### src/rtl/switch_allocator.sv
// Per-output packet switch allocator for the 3-port router (x, y, local).
// Each output owns a round-robin arbiter that locks onto one input for a whole
// packet, drives the output mux select and pops flits from the winning FIFO.
// Array index b follows the port bit order: 2 = x, 1 = y, 0 = local.
module switch_allocator #(
  parameter int unsigned PKT_LEN = 4,
  parameter int unsigned CNT_W   = 3
) (
  input  logic       clk,
  input  logic       rst_n,
  input  logic [2:0] in_valid,
  input  logic [1:0] dir_x,
  input  logic [1:0] dir_y,
  input  logic [1:0] dir_local,
  input  logic [2:0] fail,
  input  logic [2:0] out_ready,
  output logic [1:0] control_x,
  output logic [1:0] control_y,
  output logic [1:0] control_local,
  output logic [2:0] grant,
  output logic [2:0] busy,
  output logic [2:0] abort
);

  typedef enum logic {S_IDLE, S_BUSY} state_t;

  state_t           r_state [3];
  logic [1:0]       r_owner [3];
  logic [CNT_W-1:0] r_cnt   [3];
  logic [1:0]       r_rr    [3];
  logic [2:0]       r_abort;

  logic [1:0] w_dir   [3];
  logic [2:0] w_req   [3];
  logic [1:0] w_win   [3];
  logic [2:0] w_own_oh[3];
  logic [2:0] w_xfer;
  logic [2:0] w_kill;
  logic [2:0] w_owned;
  logic [2:0] w_grant;

  // Select/route code (01 x, 10 y, 11 local) to one-hot in port bit order.
  function automatic logic [2:0] code_onehot(input logic [1:0] c);
    logic [2:0] oh;
    case (c)
      2'b01:   oh = 3'b100;
      2'b10:   oh = 3'b010;
      2'b11:   oh = 3'b001;
      default: oh = 3'b000;
    endcase
    return oh;
  endfunction

  // First requesting code after 'last' in the cyclic order x -> y -> local.
  function automatic logic [1:0] rr_pick(input logic [2:0] req, input logic [1:0] last);
    logic [1:0] c;
    logic [1:0] pick;
    pick = 2'b00;
    c    = last;
    for (int unsigned k = 0; k < 3; k++) begin
      c = (c == 2'd3) ? 2'd1 : c + 2'd1;
      if (pick == 2'b00 && |(req & code_onehot(c))) pick = c;
    end
    return pick;
  endfunction

  assign w_dir[2] = dir_x;
  assign w_dir[1] = dir_y;
  assign w_dir[0] = dir_local;

  // Request matrix, round-robin winners, transfer/fail detection and pop grants.
  // An input already owning some output is masked from new requests so a
  // mid-packet dir change can never grant the same input on two outputs.
  always_comb begin
    w_owned = '0;
    w_grant = '0;
    w_xfer  = '0;
    w_kill  = '0;
    for (int unsigned o = 0; o < 3; o++) begin
      w_own_oh[o] = code_onehot(r_owner[o]);
      if (r_state[o] == S_BUSY) w_owned = w_owned | w_own_oh[o];
    end
    for (int unsigned o = 0; o < 3; o++) begin
      w_req[o] = '0;
      for (int unsigned i = 0; i < 3; i++) begin
        w_req[o][i] = in_valid[i] && (w_dir[i] == 2'(3 - o)) && !fail[i] && !w_owned[i];
      end
      w_win[o]  = rr_pick(w_req[o], r_rr[o]);
      w_kill[o] = (r_state[o] == S_BUSY) && |(w_own_oh[o] & fail);
      w_xfer[o] = (r_state[o] == S_BUSY) && |(w_own_oh[o] & in_valid & ~fail) && out_ready[o];
      if (w_xfer[o]) w_grant = w_grant | w_own_oh[o];
    end
  end

  // Per-output connection state machine with registered select and abort.
  always_ff @(posedge clk) begin
    if (rst_n) begin
      r_abort <= '0;
      for (int unsigned o = 0; o < 3; o++) begin
        r_state[o] <= S_IDLE;
        r_owner[o] <= 2'b00;
        r_cnt[o]   <= '0;
        r_rr[o]    <= 2'b11;
      end
    end else begin
      r_abort <= '0;
      for (int unsigned o = 0; o < 3; o++) begin
        case (r_state[o])
          S_IDLE: begin
            if (w_win[o] != 2'b00) begin
              r_state[o] <= S_BUSY;
              r_owner[o] <= w_win[o];
              r_cnt[o]   <= CNT_W'(PKT_LEN - 1);
              r_rr[o]    <= w_win[o];
            end
          end
          S_BUSY: begin
            if (w_kill[o]) begin
              r_state[o] <= S_IDLE;
              r_owner[o] <= 2'b00;
              r_abort[o] <= 1'b1;
            end else if (w_xfer[o]) begin
              if (r_cnt[o] == '0) begin
                r_state[o] <= S_IDLE;
                r_owner[o] <= 2'b00;
              end else begin
                r_cnt[o] <= r_cnt[o] - 1'b1;
              end
            end
          end
          default: begin
            r_state[o] <= S_IDLE;
            r_owner[o] <= 2'b00;
          end
        endcase
      end
    end
  end

  assign control_x     = r_owner[2];
  assign control_y     = r_owner[1];
  assign control_local = r_owner[0];
  assign busy          = {r_state[2] == S_BUSY, r_state[1] == S_BUSY, r_state[0] == S_BUSY};
  assign abort         = r_abort;
  assign grant         = w_grant;

endmodule

### config.mk
export PLATFORM = sky130hd
export DESIGN_NAME = switch_allocator
export DESIGN_NICKNAME = d
export VERILOG_FILES = /design/src/rtl/switch_allocator.sv
export SDC_FILE = /design/constraint.sdc
export NUM_CORES = 1
export LEC_CHECK = 0
export CAP_MARGIN = 20
export CORE_MARGIN = 2
export CORE_UTILIZATION = 45
export CTS_BUF_LIST = sky130_fd_sc_hd__clkbuf_4 sky130_fd_sc_hd__clkbuf_8
export CTS_CLUSTER_SIZE = 24
export DETAILED_ROUTE_END_ITERATION = 8
export PLACE_DENSITY = 0.76
export SETUP_SLACK_MARGIN = 0.05
export SLEW_MARGIN = 20
export SYNTH_ARGS = -nofsm -noshare
export SYNTH_HDL_FRONTEND = slang
export SYNTH_SLANG_ARGS = --single-unit
### constraint.sdc
create_clock -name clk -period 5.21 [get_ports clk]
set_input_delay 1.042 -clock clk [delete_from_list [all_inputs] [get_ports clk]]
set_output_delay 1.042 -clock clk [all_outputs]
set_load 0.01 [all_outputs]
==> out/results.tsv <==
stage	metric	value	unit
clock_network	CTS Buf Count	3	
clock_network	root buf cell	clkbuf_8	
sta	setup repair after global routing missed its margin	no	
setup_path	Top delay family on crit path	buffers and inverters	
setup_path	R2R setup slack	1.77	ns
floorplan	row cnt	27	
clock_network	Post-CTS Resized	0	
setup_path	CP Capture Type	output pin	
synthesis	synthesized area per cell	8.956	µm²
setup_path	critical path arrival	3.42	ns
setup_path	R2R depth	8	
clock_network	clock latency on the worst-skew pair	0.28	ns
grt	GRT Overall Usage	0.1975	
placement	Post-DP HPWL	4536	µm
sta	Pins Over Slew Limit	0	
synthesis	Synth warnings	0	
placement	Port Buffers	31	
floorplan	Initial Utilization	0.4578	
sta	Clock Skew	0.01067	ns
detailed_routing	via-per-instance ratio	5.973	
setup_path	delay of the slowest critical-path stage	0.63	ns
setup_path	Critical Path End	grant[2]	
sta	max_slew headroom	0.4278	
clock_network	TritonCTS Sinks	27	
sta	min cycle time layout	4.462	ns
floorplan	core area	0.005439	mm²
sta	Final Worst Setup Slack	0.7478	ns
detailed_routing	Antenna Nets Post-Route	0	
setup_path	crit-path cells	clkdlybuf4s50_1 > nand2b_1 > nand2b_1 > a21oi_1 > o211ai_1 > o311ai_0 > clkdlybuf4s50_1	
final_layout	register area	750.7	µm²
sta	worst-margin pin slew	0.8557	ns
floorplan	DIE WIDTH	78.39	µm
placement	RePlAce Congestion	0.8733	
setup_path	Data required, critical path	4.17	ns
final_layout	Fillers	498	
sta	Setup TNS	0	ns
synthesis	Net Count, Synth	311	
synthesis	synthesized flop and latch total	27	
grt	largest net degree at the start of global routing	29	
setup_path	Worst R2R Start	r_owner[1][0]	
floorplan	I/O pins	32	
sta	Hold Violations, Final	0	
setup_path	Crit Reg-Reg Endpoint	r_owner[0][0]	
detailed_routing	DRC Markers	0	
power_and_ir_drop	peak supply drop	0.1395	mV
synthesis	Top FF cell, synth	edfxtp_1	
final_layout	layout cells sized above 1	0.1093	
clock_network	clock-pin slew on the worst setup and hold paths	0.09	ns
final_layout	area of the multi-input gates	0.001564	mm²
detailed_routing	routed length per placed instance	15.88	µm
power_and_ir_drop	PwrDens	215.6	mW/mm²
floorplan	Die Ht	78.39	µm
sta	crit share post-route	0.8565	
grt	antenna violations before repair	0	
detailed_routing	DRT Wirelength	5940	µm
clock_network	deepest clock path buffer count	2	
run_status	status	finished, final reports clean	
synthesis	async set or reset register ratio after synthesis	0	
sta	fmax	224.1	MHz
worst_hold_path	HP Class	reg2reg	
placement	Place WS	0.7878	ns
synthesis	Post-Synthesis Cells	278	
setup_path	critical path depth	7	
grt	vias in the first global route	2134	
synthesis	synthesized area	0.002490	mm²
setup_path	Setup crit start	fail[1]	
grt	final global-route overflow total	0	
final_layout	diode count	0	
detailed_routing	Pre-antenna DRT Iters	4	
floorplan	Die Footprint	0.006144	mm²
clock_network	CTS tree	yes	
detailed_routing	total number of vias	2234	
power_and_ir_drop	P_leak	1.091	nW
clock_network	setup bufs post-CTS	0	
setup_path	Crit Path Class	in2out	
synthesis	post-synth cell types	65	
sta	final setup fails	0	
job	max-cap check violation count	0	
final_layout	area delta synth->final	15.23	%
synthesis	post-synthesis sequential area ratio	0.3015	
synthesis	Post-synth EDFFs	21	
clock_network	hold_buf cts	0	
setup_path	Worst Path Buf+Inv	2	
final_layout	nets	336	
detailed_routing	Iteration-0 DRC Markers	107	
clock_network	H-tree Lvls	1	
setup_path	CP max FO	6	
setup_path	Critical Path Source Type	primary input	
setup_path	Critical-path top delay cell	clkdlybuf4s50_1	
grt	first-pass GRT wire length	9908	µm
## routing by layer
layer	share of wire	GRT usage
met2	0.46	0.3181
met1	0.46	0.2739
met4	0.020	0.07895
met5	0	0
met3	0.059	0.01724
## state kept, by name, indices dropped and copies added (netlist names)
name and count:
r_cnt 9, r_owner 6, r_rr 6, abort 3, r_state 3
## cell families after synthesis
family	count (synthesis)	share of synthesized area
DFF	27	0.3015
adders and majority gates	16	0.08040
muxes	4	0.01709
AOI/OAI and AO/OA	64	0.1854
buffers and inverters	38	0.07035
xor gates and xnor gates	3	0.01055
and+or+nand+nor	126	0.3347
## how the worst min path moves through the flow
stage | startpoint | endpoint | slack [ns] | cells after the start
after global placement | r_cnt[1][0] | r_cnt[1][0] | 0.58 | 1
after global routing | r_cnt[0][0] | r_cnt[0][0] | 0.61 | 1
after floorplan | r_state[2] | r_state[2] | 0.55 | 2
final | r_cnt[0][0] | r_cnt[0][0] | 0.59 | 1
after CTS | r_cnt[0][0] | r_cnt[0][0] | 0.59 | 1
after detailed placement | r_cnt[0][0] | r_cnt[0][0] | 0.58 | 1
## power by group
group | internal, mW | switching, mW | leakage [nW] | total, mW
clock | 0.0602 | 0.0687 | 0.0262 | 0.129
combinational | 0.0893 | 0.115 | 0.811 | 0.204
sequential | 0.261 | 0.0246 | 0.254 | 0.285
## cells in the final DEF, fill, tap and decap left out, types with 2 or more instances in the layout
master	netlist	final
dfxtp_1	6	6
nand4_1	4	4
and3b_1	5	5
a31oi_1	3	3
o211ai_1	2	2
xnor2_1	2	2
and3_2	2	2
nor4b_1	2	2
and4_1	2	2
nand2b_1	6	6
mux2i_1	2	2
or3_1	4	4
nand3b_1	3	3
ha_1	16	16
nor4_1	2	2
mux2_2	2	2
and2_2	3	3
inv_1	26	26
nor4_4	4	4
clkbuf_8	0	3
or3_2	3	3
a21oi_1	17	17
a22oi_1	6	6
o31ai_1	3	3
nand3_1	8	8
nor3_1	7	7
clkdlybuf4s50_1	0	31
and3_1	5	5
and2_1	4	4
o21ai_0	6	6
nand2_1	15	15
o31a_1	2	2
or3b_1	4	4
nor2b_1	6	6
a211oi_1	10	10
or2_2	2	2
edfxtp_1	21	21
nor2_1	25	25
nor3_2	2	2
a21boi_0	2	2
## through the flow
| stage | cell area (µm²) | hold WS, ns | util | power, mW | std cells |
|---|---|---|---|---|---|
| after floorplan | 2490 | 0.5490 | - | 0.4307 | 278 |
| after global placement | 2820 | 0.5753 | 0.5185 | 0.4859 | 370 |
| after detailed placement | 2820 | 0.5780 | 0.5185 | 0.4928 | 370 |
| after CTS | 2869 | 0.5947 | 0.5275 | 0.6182 | 374 |
| after global routing | 2869 | 0.6089 | 0.5275 | 0.6532 | 374 |
| final | 2869 | 0.5901 | 0.5275 | 0.6186 | 374 |
## cells in the mapped netlist (all sizes together), types with 7 or more instances
cell type | number | share of area
nor3 | 9 | 0.022
ha | 16 | 0.080
nand3 | 8 | 0.016
a21oi | 17 | 0.034
or3 | 7 | 0.019
and3b | 7 | 0.027
and2 | 7 | 0.019
and3 | 7 | 0.019
inv | 26 | 0.039
nand2 | 15 | 0.023
nor2 | 25 | 0.038
buf | 7 | 0.022
nor4 | 7 | 0.044
edfxtp | 21 | 0.25
a211oi | 10 | 0.030
## final cells by class
type,count,share of cell area
well taps,72,0.03140
flip-flops and latches,27,0.2617
repair buffers,32,0.1108
clock buffers,4,0.01701
inverters,26,0.03402
multi-input cells,213,0.5451
Power figures use the tool's default switching activity.
